--- config.mk ---
export PLATFORM = sky130hd
export DESIGN_NAME = pwm_fade_ctrl
export DESIGN_NICKNAME = d
export VERILOG_FILES = /design/src/rtl/pwm_fade_ctrl.sv
export SDC_FILE = /design/constraint.sdc
export NUM_CORES = 1
export LEC_CHECK = 0
export CAP_MARGIN = 20
export CORE_ASPECT_RATIO = 0.7
export CORE_MARGIN = 2
export CORE_UTILIZATION = 25
export CTS_CLUSTER_DIAMETER = 40
export DETAILED_ROUTE_END_ITERATION = 8
export PLACE_DENSITY = 0.53
export SLEW_MARGIN = 10
export SYNTH_ARGS = -nofsm -noshare
export SYNTH_HDL_FRONTEND = slang
export SYNTH_SLANG_ARGS = --single-unit
--- constraint.sdc ---
create_clock -name clk -period 16.8 [get_ports clk]
set_input_delay 3.36 -clock clk [delete_from_list [all_inputs] [get_ports clk]]
set_output_delay 3.36 -clock clk [all_outputs]
set_load 0.005 [all_outputs]
--- src/rtl/pwm_fade_ctrl.sv ---
// pwm_fade_ctrl
//   Fades one PWM instance's duty cycle by driving its sel/d write port.
//   A start loads the period, writes the initial compare value and clears
//   the PWM counter. The compare value then moves toward cmp_end by step
//   once every `periods` PWM periods. Period ends are found by watching
//   the fed-back PWM counter wrap to zero.
//
// Ports
//   clk, rst        clock (rising edge), synchronous active-high reset
//   start, abort    launch a fade (IDLE only) / stop any fade in progress
//   top_cfg         PWM period value
//   cmp_start       first compare value
//   cmp_end         last compare value
//   step            compare increment magnitude
//   periods         PWM periods per step (0 behaves as 1)
//   pwm_cnt         PWM counter fed back from the PWM block
//   pwm_sel, pwm_d  PWM write port: 0 run, 1 cmp, 2 top, 3 cnt
//   busy            high whenever not IDLE
//   done, err       one-cycle pulses: fade finished / start rejected
//   cur_cmp         compare value most recently written to the PWM
module pwm_fade_ctrl #(
  parameter int W  = 16,
  parameter int PW = 8
) (
  input  logic          clk,
  input  logic          rst,
  input  logic          start,
  input  logic          abort,
  input  logic [W-1:0]  top_cfg,
  input  logic [W-1:0]  cmp_start,
  input  logic [W-1:0]  cmp_end,
  input  logic [W-1:0]  step,
  input  logic [PW-1:0] periods,
  input  logic [W-1:0]  pwm_cnt,
  output logic [1:0]    pwm_sel,
  output logic [W-1:0]  pwm_d,
  output logic          busy,
  output logic          done,
  output logic          err,
  output logic [W-1:0]  cur_cmp
);

  typedef enum logic [2:0] {
    S_IDLE, S_LOAD_TOP, S_LOAD_CMP, S_CLR_CNT, S_RUN, S_STEP, S_DONE
  } state_t;

  state_t state;

  // Configuration captured at start; later changes on the inputs are ignored.
  logic [W-1:0]  top_q, start_q, end_q, step_q;
  logic [PW-1:0] per_q;
  logic          up_q;

  logic [W-1:0]  prev_cnt;
  logic [PW-1:0] wcnt;

  // Step upward without wrapping past the limit (sum kept in W+1 bits).
  function automatic logic [W-1:0] sat_up(input logic [W-1:0] cur,
                                          input logic [W-1:0] stp,
                                          input logic [W-1:0] lim);
    logic [W:0] sum;
    sum = {1'b0, cur} + {1'b0, stp};
    if (sum >= {1'b0, lim}) return lim;
    return sum[W-1:0];
  endfunction

  // Step downward without underflow: cur - stp < lim is tested as cur < lim + stp.
  function automatic logic [W-1:0] sat_dn(input logic [W-1:0] cur,
                                          input logic [W-1:0] stp,
                                          input logic [W-1:0] lim);
    if ({1'b0, cur} < ({1'b0, lim} + {1'b0, stp})) return lim;
    return cur - stp;
  endfunction

  logic          wrap;
  logic [PW-1:0] per_eff;
  logic [PW-1:0] wcnt_inc;
  logic [W-1:0]  next_cmp;

  assign wrap     = (pwm_cnt == '0) && (prev_cnt != '0);
  assign per_eff  = (per_q == '0) ? PW'(1) : per_q;
  assign wcnt_inc = wcnt + PW'(1);
  assign next_cmp = up_q ? sat_up(cur_cmp, step_q, end_q)
                         : sat_dn(cur_cmp, step_q, end_q);

  // Outputs are registered alongside the state they belong to, so pwm_sel
  // and pwm_d change on the same edge that enters the corresponding state.
  always_ff @(posedge clk) begin
    if (rst) begin
      state    <= S_IDLE;
      pwm_sel  <= 2'd0;
      pwm_d    <= '0;
      busy     <= 1'b0;
      done     <= 1'b0;
      err      <= 1'b0;
      cur_cmp  <= '0;
      prev_cnt <= '0;
      wcnt     <= '0;
    end else begin
      pwm_sel  <= 2'd0;
      pwm_d    <= '0;
      done     <= 1'b0;
      err      <= 1'b0;
      prev_cnt <= pwm_cnt;

      if (abort && (state != S_IDLE)) begin
        state <= S_IDLE;
        busy  <= 1'b0;
      end else begin
        case (state)
          S_IDLE: begin
            if (start && !abort) begin
              if ((top_cfg == '0) || (step == '0)) begin
                err <= 1'b1;
              end else begin
                top_q   <= top_cfg;
                start_q <= cmp_start;
                end_q   <= cmp_end;
                step_q  <= step;
                per_q   <= periods;
                up_q    <= (cmp_end >= cmp_start);
                state   <= S_LOAD_TOP;
                busy    <= 1'b1;
                pwm_sel <= 2'd2;
                pwm_d   <= top_cfg;
              end
            end
          end
          S_LOAD_TOP: begin
            state   <= S_LOAD_CMP;
            pwm_sel <= 2'd1;
            pwm_d   <= start_q;
            cur_cmp <= start_q;
          end
          S_LOAD_CMP: begin
            state   <= S_CLR_CNT;
            pwm_sel <= 2'd3;
            pwm_d   <= '0;
          end
          S_CLR_CNT: begin
            // The counter value seen this cycle predates the clear.
            state    <= S_RUN;
            prev_cnt <= '0;
            wcnt     <= '0;
          end
          S_RUN: begin
            if (wrap) begin
              if (wcnt_inc >= per_eff) begin
                if (cur_cmp == end_q) begin
                  state <= S_DONE;
                  done  <= 1'b1;
                end else begin
                  state   <= S_STEP;
                  wcnt    <= '0;
                  pwm_sel <= 2'd1;
                  pwm_d   <= next_cmp;
                  cur_cmp <= next_cmp;
                end
              end else begin
                wcnt <= wcnt_inc;
              end
            end
          end
          S_STEP: begin
            state <= S_RUN;
          end
          S_DONE: begin
            state <= S_IDLE;
            busy  <= 1'b0;
          end
          default: begin
            state <= S_IDLE;
            busy  <= 1'b0;
          end
        endcase
      end
    end
  end

  // top_q is kept for visibility of the launched configuration only.
  logic unused_top;
  assign unused_top = ^top_q;

endmodule

==> impl_metrics.ini, run 1 <==
[critical_path]
cp_data_arrival_time_ps = 6570
critPathRequiredTime_ps = 17160
critical_path.max_fanout = 31
critPathCaptureType = flip-flop
slowest_delay_ps = 830
crit_slowest_cell = o21a_1
startpoint_type = input pin
path_cells = clkdlybuf4s50_1 -> nor4_1 -> nand2_1 -> and4b_1 -> nor3_1 -> o21ai_0 -> o21a_1 -> inv_1 -> a211o_1 -> a21oi_1
critPathKind = input pin to flip-flop

[grt]
track_usage_pct = 15.9
grt_overflow = 0
grt_pass1_vias = 6841
antenna_found_initial = 0
grt_pass1_wl_um = 41700
grt_max_degree = 58

[placement]
dp.cells = 1458
dpl-instance-area_um2 = 10100
numPortBuffers = 128
gp_congestion = 0.872
dpl.hpwl_um = 21800
dp_slack_ps = 10190

[final_layout]
final_common_cell = clkdlybuf4s50_1
syn2layout_area_growth_pct = 28.0
layout.cells.non_filler = 1490
fin_util_pct = 32.3
diodes = 0
fin_area_um2 = 10800
fin_nets = 1240
drive_gt1_share_pct = 5.97
fillers = 3382
layout_common_cells = clkdlybuf4s50_1, ha_1, inv_1

[yosys]
synth_area_um2 = 8400
synth_nets = 1121
ys_types = 73
yosysSeqAreaShare_pct = 35.6
ys_async_sr_fraction_pct = 0
yosys.area.top_type_share_pct = 20.4
synth_area_per_cell_um2 = 9.10
synth_top_cell_by_area = edfxtp_1
synth_cells = 923
netlist_top_cells_area = edfxtp_1, ha_1, dfxtp_1, a21oi_1, inv_1
synth_edf_count = 57
ys.flop_type = dfxtp_1
yosysWarningCount = 0
ys_seq_elements = 121

[routing]
drc = 0
dr.pass1.iters = 5
wl_per_cell_um = 18.5
vias = 7378
drt_iter0_drc = 683
routed_wirelength_um = 27600
via_per_inst = 4.95
ant_nets = 0

[floorplanning]
start_util_pct = 25.2
die_w_um = 223
design.core.area_um2 = 33300
ios = 129
num_rows = 56
die_h_um = 157
die_area_um2 = 35100

[clock_network]
cts_made_buffers = 17
clock_sink_count = 121
clock_latency_ps = 440
cts_tree = yes
clockBufferDepth = 2
root_buffer = clkbuf_16
post_cts_resize_count = 0
cts_setup_buffers = 0
htree_levels = 4
cts_hold_buf = 0
clk_pin_slew_ps = 60

[sta]
hold_viol = 0
hold_slack_ps = 502
slew_headroom_pct = 33.1
tns_ps = 0
fmax_mhz = 161
worst_slew_pin_slew_ps = 998
rsz0062_at_grt = false
clock_skew_ps = 13.8
slew_violations = 0
fin_crit_sh_pct = 36.9
worst_slack_ps = 10600
fin_crit_ps = 6200
finalSetupViolCount = 0

[run]
max_cap_viol_count = 0

[pwr]
p_per_area_nw_per_um2 = 87.2
leakage_nw = 4.47
power.total_uw = 937
irDropWorstVdd_uv = 68.5

[status]
outcome = complete, no violations

[hold_path]
hp-class = flip-flop to flip-flop
state kept, by name, summed over array words and instances, names as in the netlist:
name	count
busy	1
cur_cmp	16
done	1
end_q	16
err	1
per_q	8
prev_cnt	16
pwm_d	16
pwm_sel	2
start_q	16
state	3
step_q	16
up_q	1
wcnt	8
final timing paths:
| path | from | to | slack (ps) | depth (start not counted) |
|---|---|---|---|---|
| worst min-delay path | wcnt[6]$_SDFFE_PP0P_ | wcnt[6]$_SDFFE_PP0P_ | 500 | 2 |
| worst min register to register | wcnt[6]$_SDFFE_PP0P_ | wcnt[6]$_SDFFE_PP0P_ | 500 | 2 |
| worst max register to register | end_q[0]$_DFFE_PP_ | cur_cmp[10]$_SDFFE_PP0P_ | 10960 | 17 |
| worst max-delay path | pwm_cnt[15] | cur_cmp[11]$_SDFFE_PP0P_ | 10600 | 10 |
kinds of logic after synthesis:
logic type / Yosys count / synth area share (%)
mux: 2 / 0.253
compound gates: 272 / 21.9
buf+inv: 119 / 5.51
xor+xnor: 51 / 5.32
fa+ha+maj: 106 / 16.1
flops: 121 / 35.6
simple gates: 252 / 15.4
area by class of cell:
| cell class | count | area, µm² | share of cell area (%) |
|---|---|---|---|
| Timing Repair Buffer | 133 | 1320 | 12.3 |
| Sequential cell | 121 | 2990 | 27.8 |
| Tap cell | 435 | 544 | 5.06 |
| Clock inverter | 11 | 105 | 0.978 |
| Multi-Input combinational cell | 683 | 4950 | 46.1 |
| Inverter | 86 | 323 | 3.00 |
| Clock buffer | 21 | 514 | 4.78 |
Yosys cell counts, types with 18 or more instances:
cell type,count
edfxtp_1,57
a22oi_1,22
a21o_1,18
nand2_1,71
nor2_1,43
xnor2_1,21
a21oi_1,67
xor2_1,30
o21ai_0,46
ha_1,103
dfxtp_1,64
and2_1,20
clkbuf_1,25
nor4_1,24
inv_1,86
report_power, final:
| part | switching (mW) | internal (mW) | total (mW) |
|---|---|---|---|
| logic | 0.117 | 0.0948 | 0.212 |
| registers | 0.0167 | 0.323 | 0.340 |
| clock network | 0.151 | 0.235 | 0.386 |
worst max-delay path, delay by kind of cell:
family,cells,cell delay [ps]
buffers and inverters,2,630
AO/OA/AOI/OAI,4,1610
AND/OR/NAND/NOR,4,970
metal layers:
layer | GRT usage (%) | vias up | routed length (µm)
met5 | 0 | - | 0
met4 | 3.99 | 0 | 274
met3 | 3.64 | 21 | 1590
met2 | 22.1 | 222 | 11000
met1 | 24.2 | 3507 | 14700
li1 | - | 3628 | -
Note: power is estimated with default switching activity, not from simulation.
==> run 2: changes to the inputs <==
PLACE_DENSITY = 0.55   (was 0.53)
clock period = 5.1 ns   (was 16.8 ns; I/O delays follow)
==> impl_metrics.ini, run 2 (synthesized netlist as in run 1, its figures left out) <==
[status]
outcome = complete, no violations

[hold_path]
hold_depth = 2
hold_end = wcnt[6]$_SDFFE_PP0P_
hp-class = flip-flop to flip-flop
hold_path.startpoint = wcnt[6]$_SDFFE_PP0P_

[floorplanning]
die_w_um = 223
die_h_um = 157
num_rows = 56
die_area_um2 = 35100
design.core.area_um2 = 33300
ios = 129
start_util_pct = 25.2

[placement]
gp_congestion = 0.879
dp_slack_ps = 313
dpl.hpwl_um = 22300
numPortBuffers = 128
dpl-instance-area_um2 = 10200

[sta]
clock_skew_ps = 7.63
hold_slack_ps = 513
slew_headroom_pct = 36.1
worst_slack_ps = 318
rsz0062_at_grt = false
worst_slew_pin_slew_ps = 956
hold_viol = 0
tns_ps = 0
slew_violations = 0
fin_crit_sh_pct = 93.8
finalSetupViolCount = 0
fmax_mhz = 209
fin_crit_ps = 4780

[critical_path]
r2r_start = step_q[1]$_DFFE_PP_
critPathCaptureType = flip-flop
reg2reg_to = cur_cmp[11]$_SDFFE_PP0P_
cp_data_arrival_time_ps = 5080
cp_num_buf_inv = 0
critical_path.max_fanout = 11
critPathKind = flip-flop to flip-flop
path_cells = ha_1 -> a21o_1 -> a21o_1 -> a21oi_1 -> o21ai_0 -> a21oi_1 -> o21ba_2 -> o21bai_1 -> a21oi_1 -> xor2_1 -> ha_1 -> nand2_1 -> or4_1 -> o21ai_0 -> and3_4 -> nor2_4 -> a211oi_1 -> a211o_1 -> a21oi_1
r2r_slack_ps = 320
critPathRequiredTime_ps = 5400
worst-r2r-cell-count = 19
crit_top_cell = a21oi_1
slowest_delay_ps = 500
startpoint_type = flip-flop
crit_slowest_cell = edfxtp_1
crit_family = compound AO/OA/AOI/OAI gates

[final_layout]
final_common_cell = clkdlybuf4s50_1
layout_common_cells = clkdlybuf4s50_1, ha_1, inv_1
fillers = 3442
syn2layout_area_growth_pct = 28.1
diodes = 0
fin_area_um2 = 10800
multiInputGateArea_um2 = 4960
fin_nets = 1252
drive_gt1_share_pct = 6.56
register_area_um2 = 2990
fin_util_pct = 32.3

[grt]
antenna_found_initial = 0
track_usage_pct = 15.9
grt_max_degree = 35
grt_pass1_vias = 6921
grt_overflow = 0
grt_pass1_wl_um = 41900

[clock_network]
cts_tree = yes
clk_pin_slew_ps = 50
clockBufferDepth = 2
root_buffer = clkbuf_16
cts_made_buffers = 17
htree_levels = 4
clock_sink_count = 121
clock_latency_ps = 430
cts_hold_buf = 0

[routing]
routed_wirelength_um = 27800
wl_per_cell_um = 18.5
drt_iter0_drc = 615
vias = 7345
via_per_inst = 4.89
ant_nets = 0
drc = 0
dr.pass1.iters = 5

[pwr]
power.internal_mw = 2.04
pwr-share-comb_pct = 24.4
p_per_area_nw_per_um2 = 272
p_sw_share_pct = 30.3
power_frac_seq_pct = 38.2
p_switching_uw = 887
irDropWorstVdd_uv = 240
leakage_nw = 4.47
p_clk_share_pct = 37.4

[run]
max_cap_viol_count = 0
[run 2: cell count changes in the layout (fill, tap and decap cells not counted), moves of 3 or more]
cell / delta
clkbuf_1: +3
clkinv_4: -5
clkinvlp_4: +3
clkbuf_16: -3
buf_4: +11
[run 2: worst max path at each step]
stage	from	endpoint	slack, ps	depth (start not counted)
2_1_floorplan	step_q[1]$_DFFE_PP_	cur_cmp[2]$_SDFFE_PP0P_	970	20
3_3_place_gp	end_q[0]$_DFFE_PP_	cur_cmp[2]$_SDFFE_PP0P_	500	18
3_5_place_dp	end_q[0]$_DFFE_PP_	cur_cmp[11]$_SDFFE_PP0P_	310	18
4_1_cts	end_q[0]$_DFFE_PP_	cur_cmp[11]$_SDFFE_PP0P_	280	18
5_1_grt	step_q[0]$_DFFE_PP_	cur_cmp[3]$_SDFFE_PP0P_	1	17
6_report	step_q[1]$_DFFE_PP_	cur_cmp[11]$_SDFFE_PP0P_	320	19
[run 2: cell type report]
type                    count  share of cell area, %
clock buffers              23                   4.44
clock inverters             9                  0.465
inverters                  86                   3.00
multi-input cells         683                   46.1
flip-flops and latches    121                   27.8
well taps                 435                   5.06
repair buffers            145                   13.1
[run 2: stage by stage]
stage | cells | power [mW]
2_1_floorplan | 923 | 1.54
3_3_place_gp | 1469 | 1.84
3_5_place_dp | 1469 | 1.84
4_1_cts | 1501 | 2.96
5_1_grt | 1502 | 3.08
6_report | 1502 | 2.93
[run 2: repair_timing]
| item | in CTS | in global routing |
|---|---|---|
| endpoints found under the setup margin | 0 | 4 |
| buffers inserted | 0 | 0 |
| resized for setup | 0 | 1 |
[run 2: routing by layer]
layer / track usage, % / wire, µm / up-vias
li1: - / - / 3656
met3: 3.62 / 1530 / 24
met2: 23.3 / 11500 / 204
met5: 0 / 0 / -
met1: 23.3 / 14400 / 3461
met4: 4.12 / 330 / 0
[run 2: power by group through the flow]
stage | combinational [mW] | sequential, mW | clock [mW]
5_1_grt | 0.789 | 1.13 | 1.17
3_5_place_dp | 0.704 | 1.14 | 0
6_report | 0.713 | 1.12 | 1.10
3_3_place_gp | 0.702 | 1.14 | 0
4_1_cts | 0.710 | 1.12 | 1.13
2_1_floorplan | 0.423 | 1.12 | 0
[run 2: worst reg2reg max path, stage by stage, from the launching register on]
cell and delay, ps:
edfxtp_1 500, ha_1 320, a21o_1 150, a21o_1 210, a21oi_1 170, o21ai_0 150
a21oi_1 400, o21ba_2 220, o21bai_1 70, a21oi_1 180, xor2_1 100, ha_1 280
nand2_1 70, or4_1 490, o21ai_0 260, and3_4 370, nor2_4 110, a211oi_1 400
a211o_1 180, a21oi_1 50
==> run 3: changes to the inputs <==
SKIP_LAST_GASP = 1   (was unset)
clock period = 4.1 ns   (was 5.1 ns; I/O delays follow)
==> impl_metrics.ini, run 3 (synthesized netlist as in run 1, its figures left out) <==
[pwr]
p_per_area_nw_per_um2 = 330
irDropWorstVdd_uv = 192
leakage_nw = 5.13

[routing]
drt_iter0_drc = 594
vias = 7943
dr.pass1.iters = 5
via_per_inst = 4.93
routed_wirelength_um = 29600
ant_nets = 0
drc = 0
wl_per_cell_um = 18.4

[grt]
grt_pass1_vias = 7501
track_usage_pct = 16.8
gr-usage-met2_pct = 24.7
use_met1_pct = 24.4
grt_pass1_wl_um = 44000
grt_overflow = 0
busiest_layer = met2
grt_use_met3_pct = 3.58
grt_max_degree = 32
antenna_found_initial = 0

[sta]
clock_skew_ps = 13.2
finalSetupViolCount = 29
fmax_mhz = 230
fin_crit_ps = 4350
fin_crit_sh_pct = 106
slew_headroom_pct = 38.6
slew_violations = 0
hold_viol = 0
rsz0062_at_grt = true
worst_slew_pin_slew_ps = 919
tns_ps = -3380
worst_slack_ps = -245

[floorplanning]
die_h_um = 157
num_rows = 56
start_util_pct = 25.2
ios = 129
design.core.area_um2 = 33300
die_area_um2 = 35100
die_w_um = 223

[critical_path]
critPathCaptureType = flip-flop
r2r_start = step_q[0]$_DFFE_PP_
critical_path.max_fanout = 5
r2r_slack_ps = -250
startpoint_type = flip-flop
reg2reg_to = cur_cmp[3]$_SDFFE_PP0P_
critPathKind = flip-flop to flip-flop
critPathRequiredTime_ps = 4490
worst-r2r-cell-count = 20
cp_data_arrival_time_ps = 4730
setup.worst_path.start = step_q[0]$_DFFE_PP_
crit_end = cur_cmp[3]$_SDFFE_PP0P_

[clock_network]
cts_made_buffers = 17
root_buffer = clkbuf_16
cts_hold_buf = 0
clock_sink_count = 121
htree_levels = 4
cts_tree = yes
clk_pin_slew_ps = 60
clock_latency_ps = 450
clockBufferDepth = 2

[final_layout]
final_common_cell = clkdlybuf4s50_1
diodes = 0
syn2layout_area_growth_pct = 43.1
multiInputGateArea_um2 = 5320
drive_gt1_share_pct = 19.4
register_area_um2 = 2990
fin_nets = 1362
fillers = 3340
layout_common_cells = clkdlybuf4s50_1, buf_4, ha_1

[placement]
dpl.hpwl_um = 23500
gp_congestion = 0.897
numPortBuffers = 128
dp_slack_ps = -632

[status]
outcome = finished with violations
violations = setup timing

[hold_path]
hp-class = flip-flop to flip-flop

[run]
max_cap_viol_count = 0
==> run 3: routing by layer <==
metal | part of all wire (%) | vias to the layer above
met5 | 0 | -
met4 | 1.8 | 0
met3 | 5.2 | 35
met2 | 42 | 231
met1 | 51 | 3800
li1 | - | 3877
==> run 3: worst min-delay path by stage <==
stage | slack (ps) | depth (start not counted) | endpoint | startpoint
global route | 550 | 2 | wcnt[1]$_SDFFE_PP0P_ | wcnt[1]$_SDFFE_PP0P_
global placement | 490 | 2 | wcnt[1]$_SDFFE_PP0P_ | wcnt[1]$_SDFFE_PP0P_
floorplan | 470 | 2 | wcnt[1]$_SDFFE_PP0P_ | wcnt[1]$_SDFFE_PP0P_
detailed placement | 490 | 2 | wcnt[6]$_SDFFE_PP0P_ | wcnt[6]$_SDFFE_PP0P_
finish | 500 | 2 | wcnt[6]$_SDFFE_PP0P_ | wcnt[6]$_SDFFE_PP0P_
CTS | 500 | 2 | wcnt[6]$_SDFFE_PP0P_ | wcnt[6]$_SDFFE_PP0P_
==> run 3: stage by stage <==
stage               instances  instance area [µm²]  hold slack (ps)  util, %  power (mW)
floorplan                 923                 8400              467        -        1.92
global placement         1560                10900              486     32.8        2.41
detailed placement       1560                10900              492     32.8        2.41
CTS                      1603                11800              499     35.6        3.95
global route             1612                12000              545     36.1        4.16
finish                   1612                12000              497     36.1        3.97
==> run 3: power by group <==
part,total (mW),switching [mW],internal (mW)
Clock,1.45,0.565,0.883
Combinational,1.14,0.582,0.560
Sequential,1.38,0.0524,1.33
==> run 3: final cells by class <==
type | count | share of cell area (%)
Multi-Input combinational cell | 683 | 44.2
Sequential cell | 121 | 24.9
Timing Repair Buffer | 255 | 18.9
Tap cell | 435 | 4.53
Clock buffer | 26 | 4.41
Inverter | 86 | 2.69
Clock inverter | 6 | 0.281
==> run 3: critical path, stage by stage, from the launching register on <==
cell and delay, ps:
edfxtp_1 400, buf_6 140, ha_4 160, fa_2 390
a211oi_4 260, buf_4 160, nor4_2 40, a311oi_2 310
o21bai_1 100, a21oi_1 160, xor2_1 170, ha_1 270
a22oi_2 160, nand2_1 90, a211oi_2 220, o21ai_4 100
and3_4 220, and3_4 170, or3_4 390, o31a_1 260
a21oi_2 120
==> run 3: what timing repair did <==
item                                    CTS  global route
setup buffers                            13             8
pin swaps                                38            10
resized for setup                        57            19
endpoints found under the setup margin   32            32
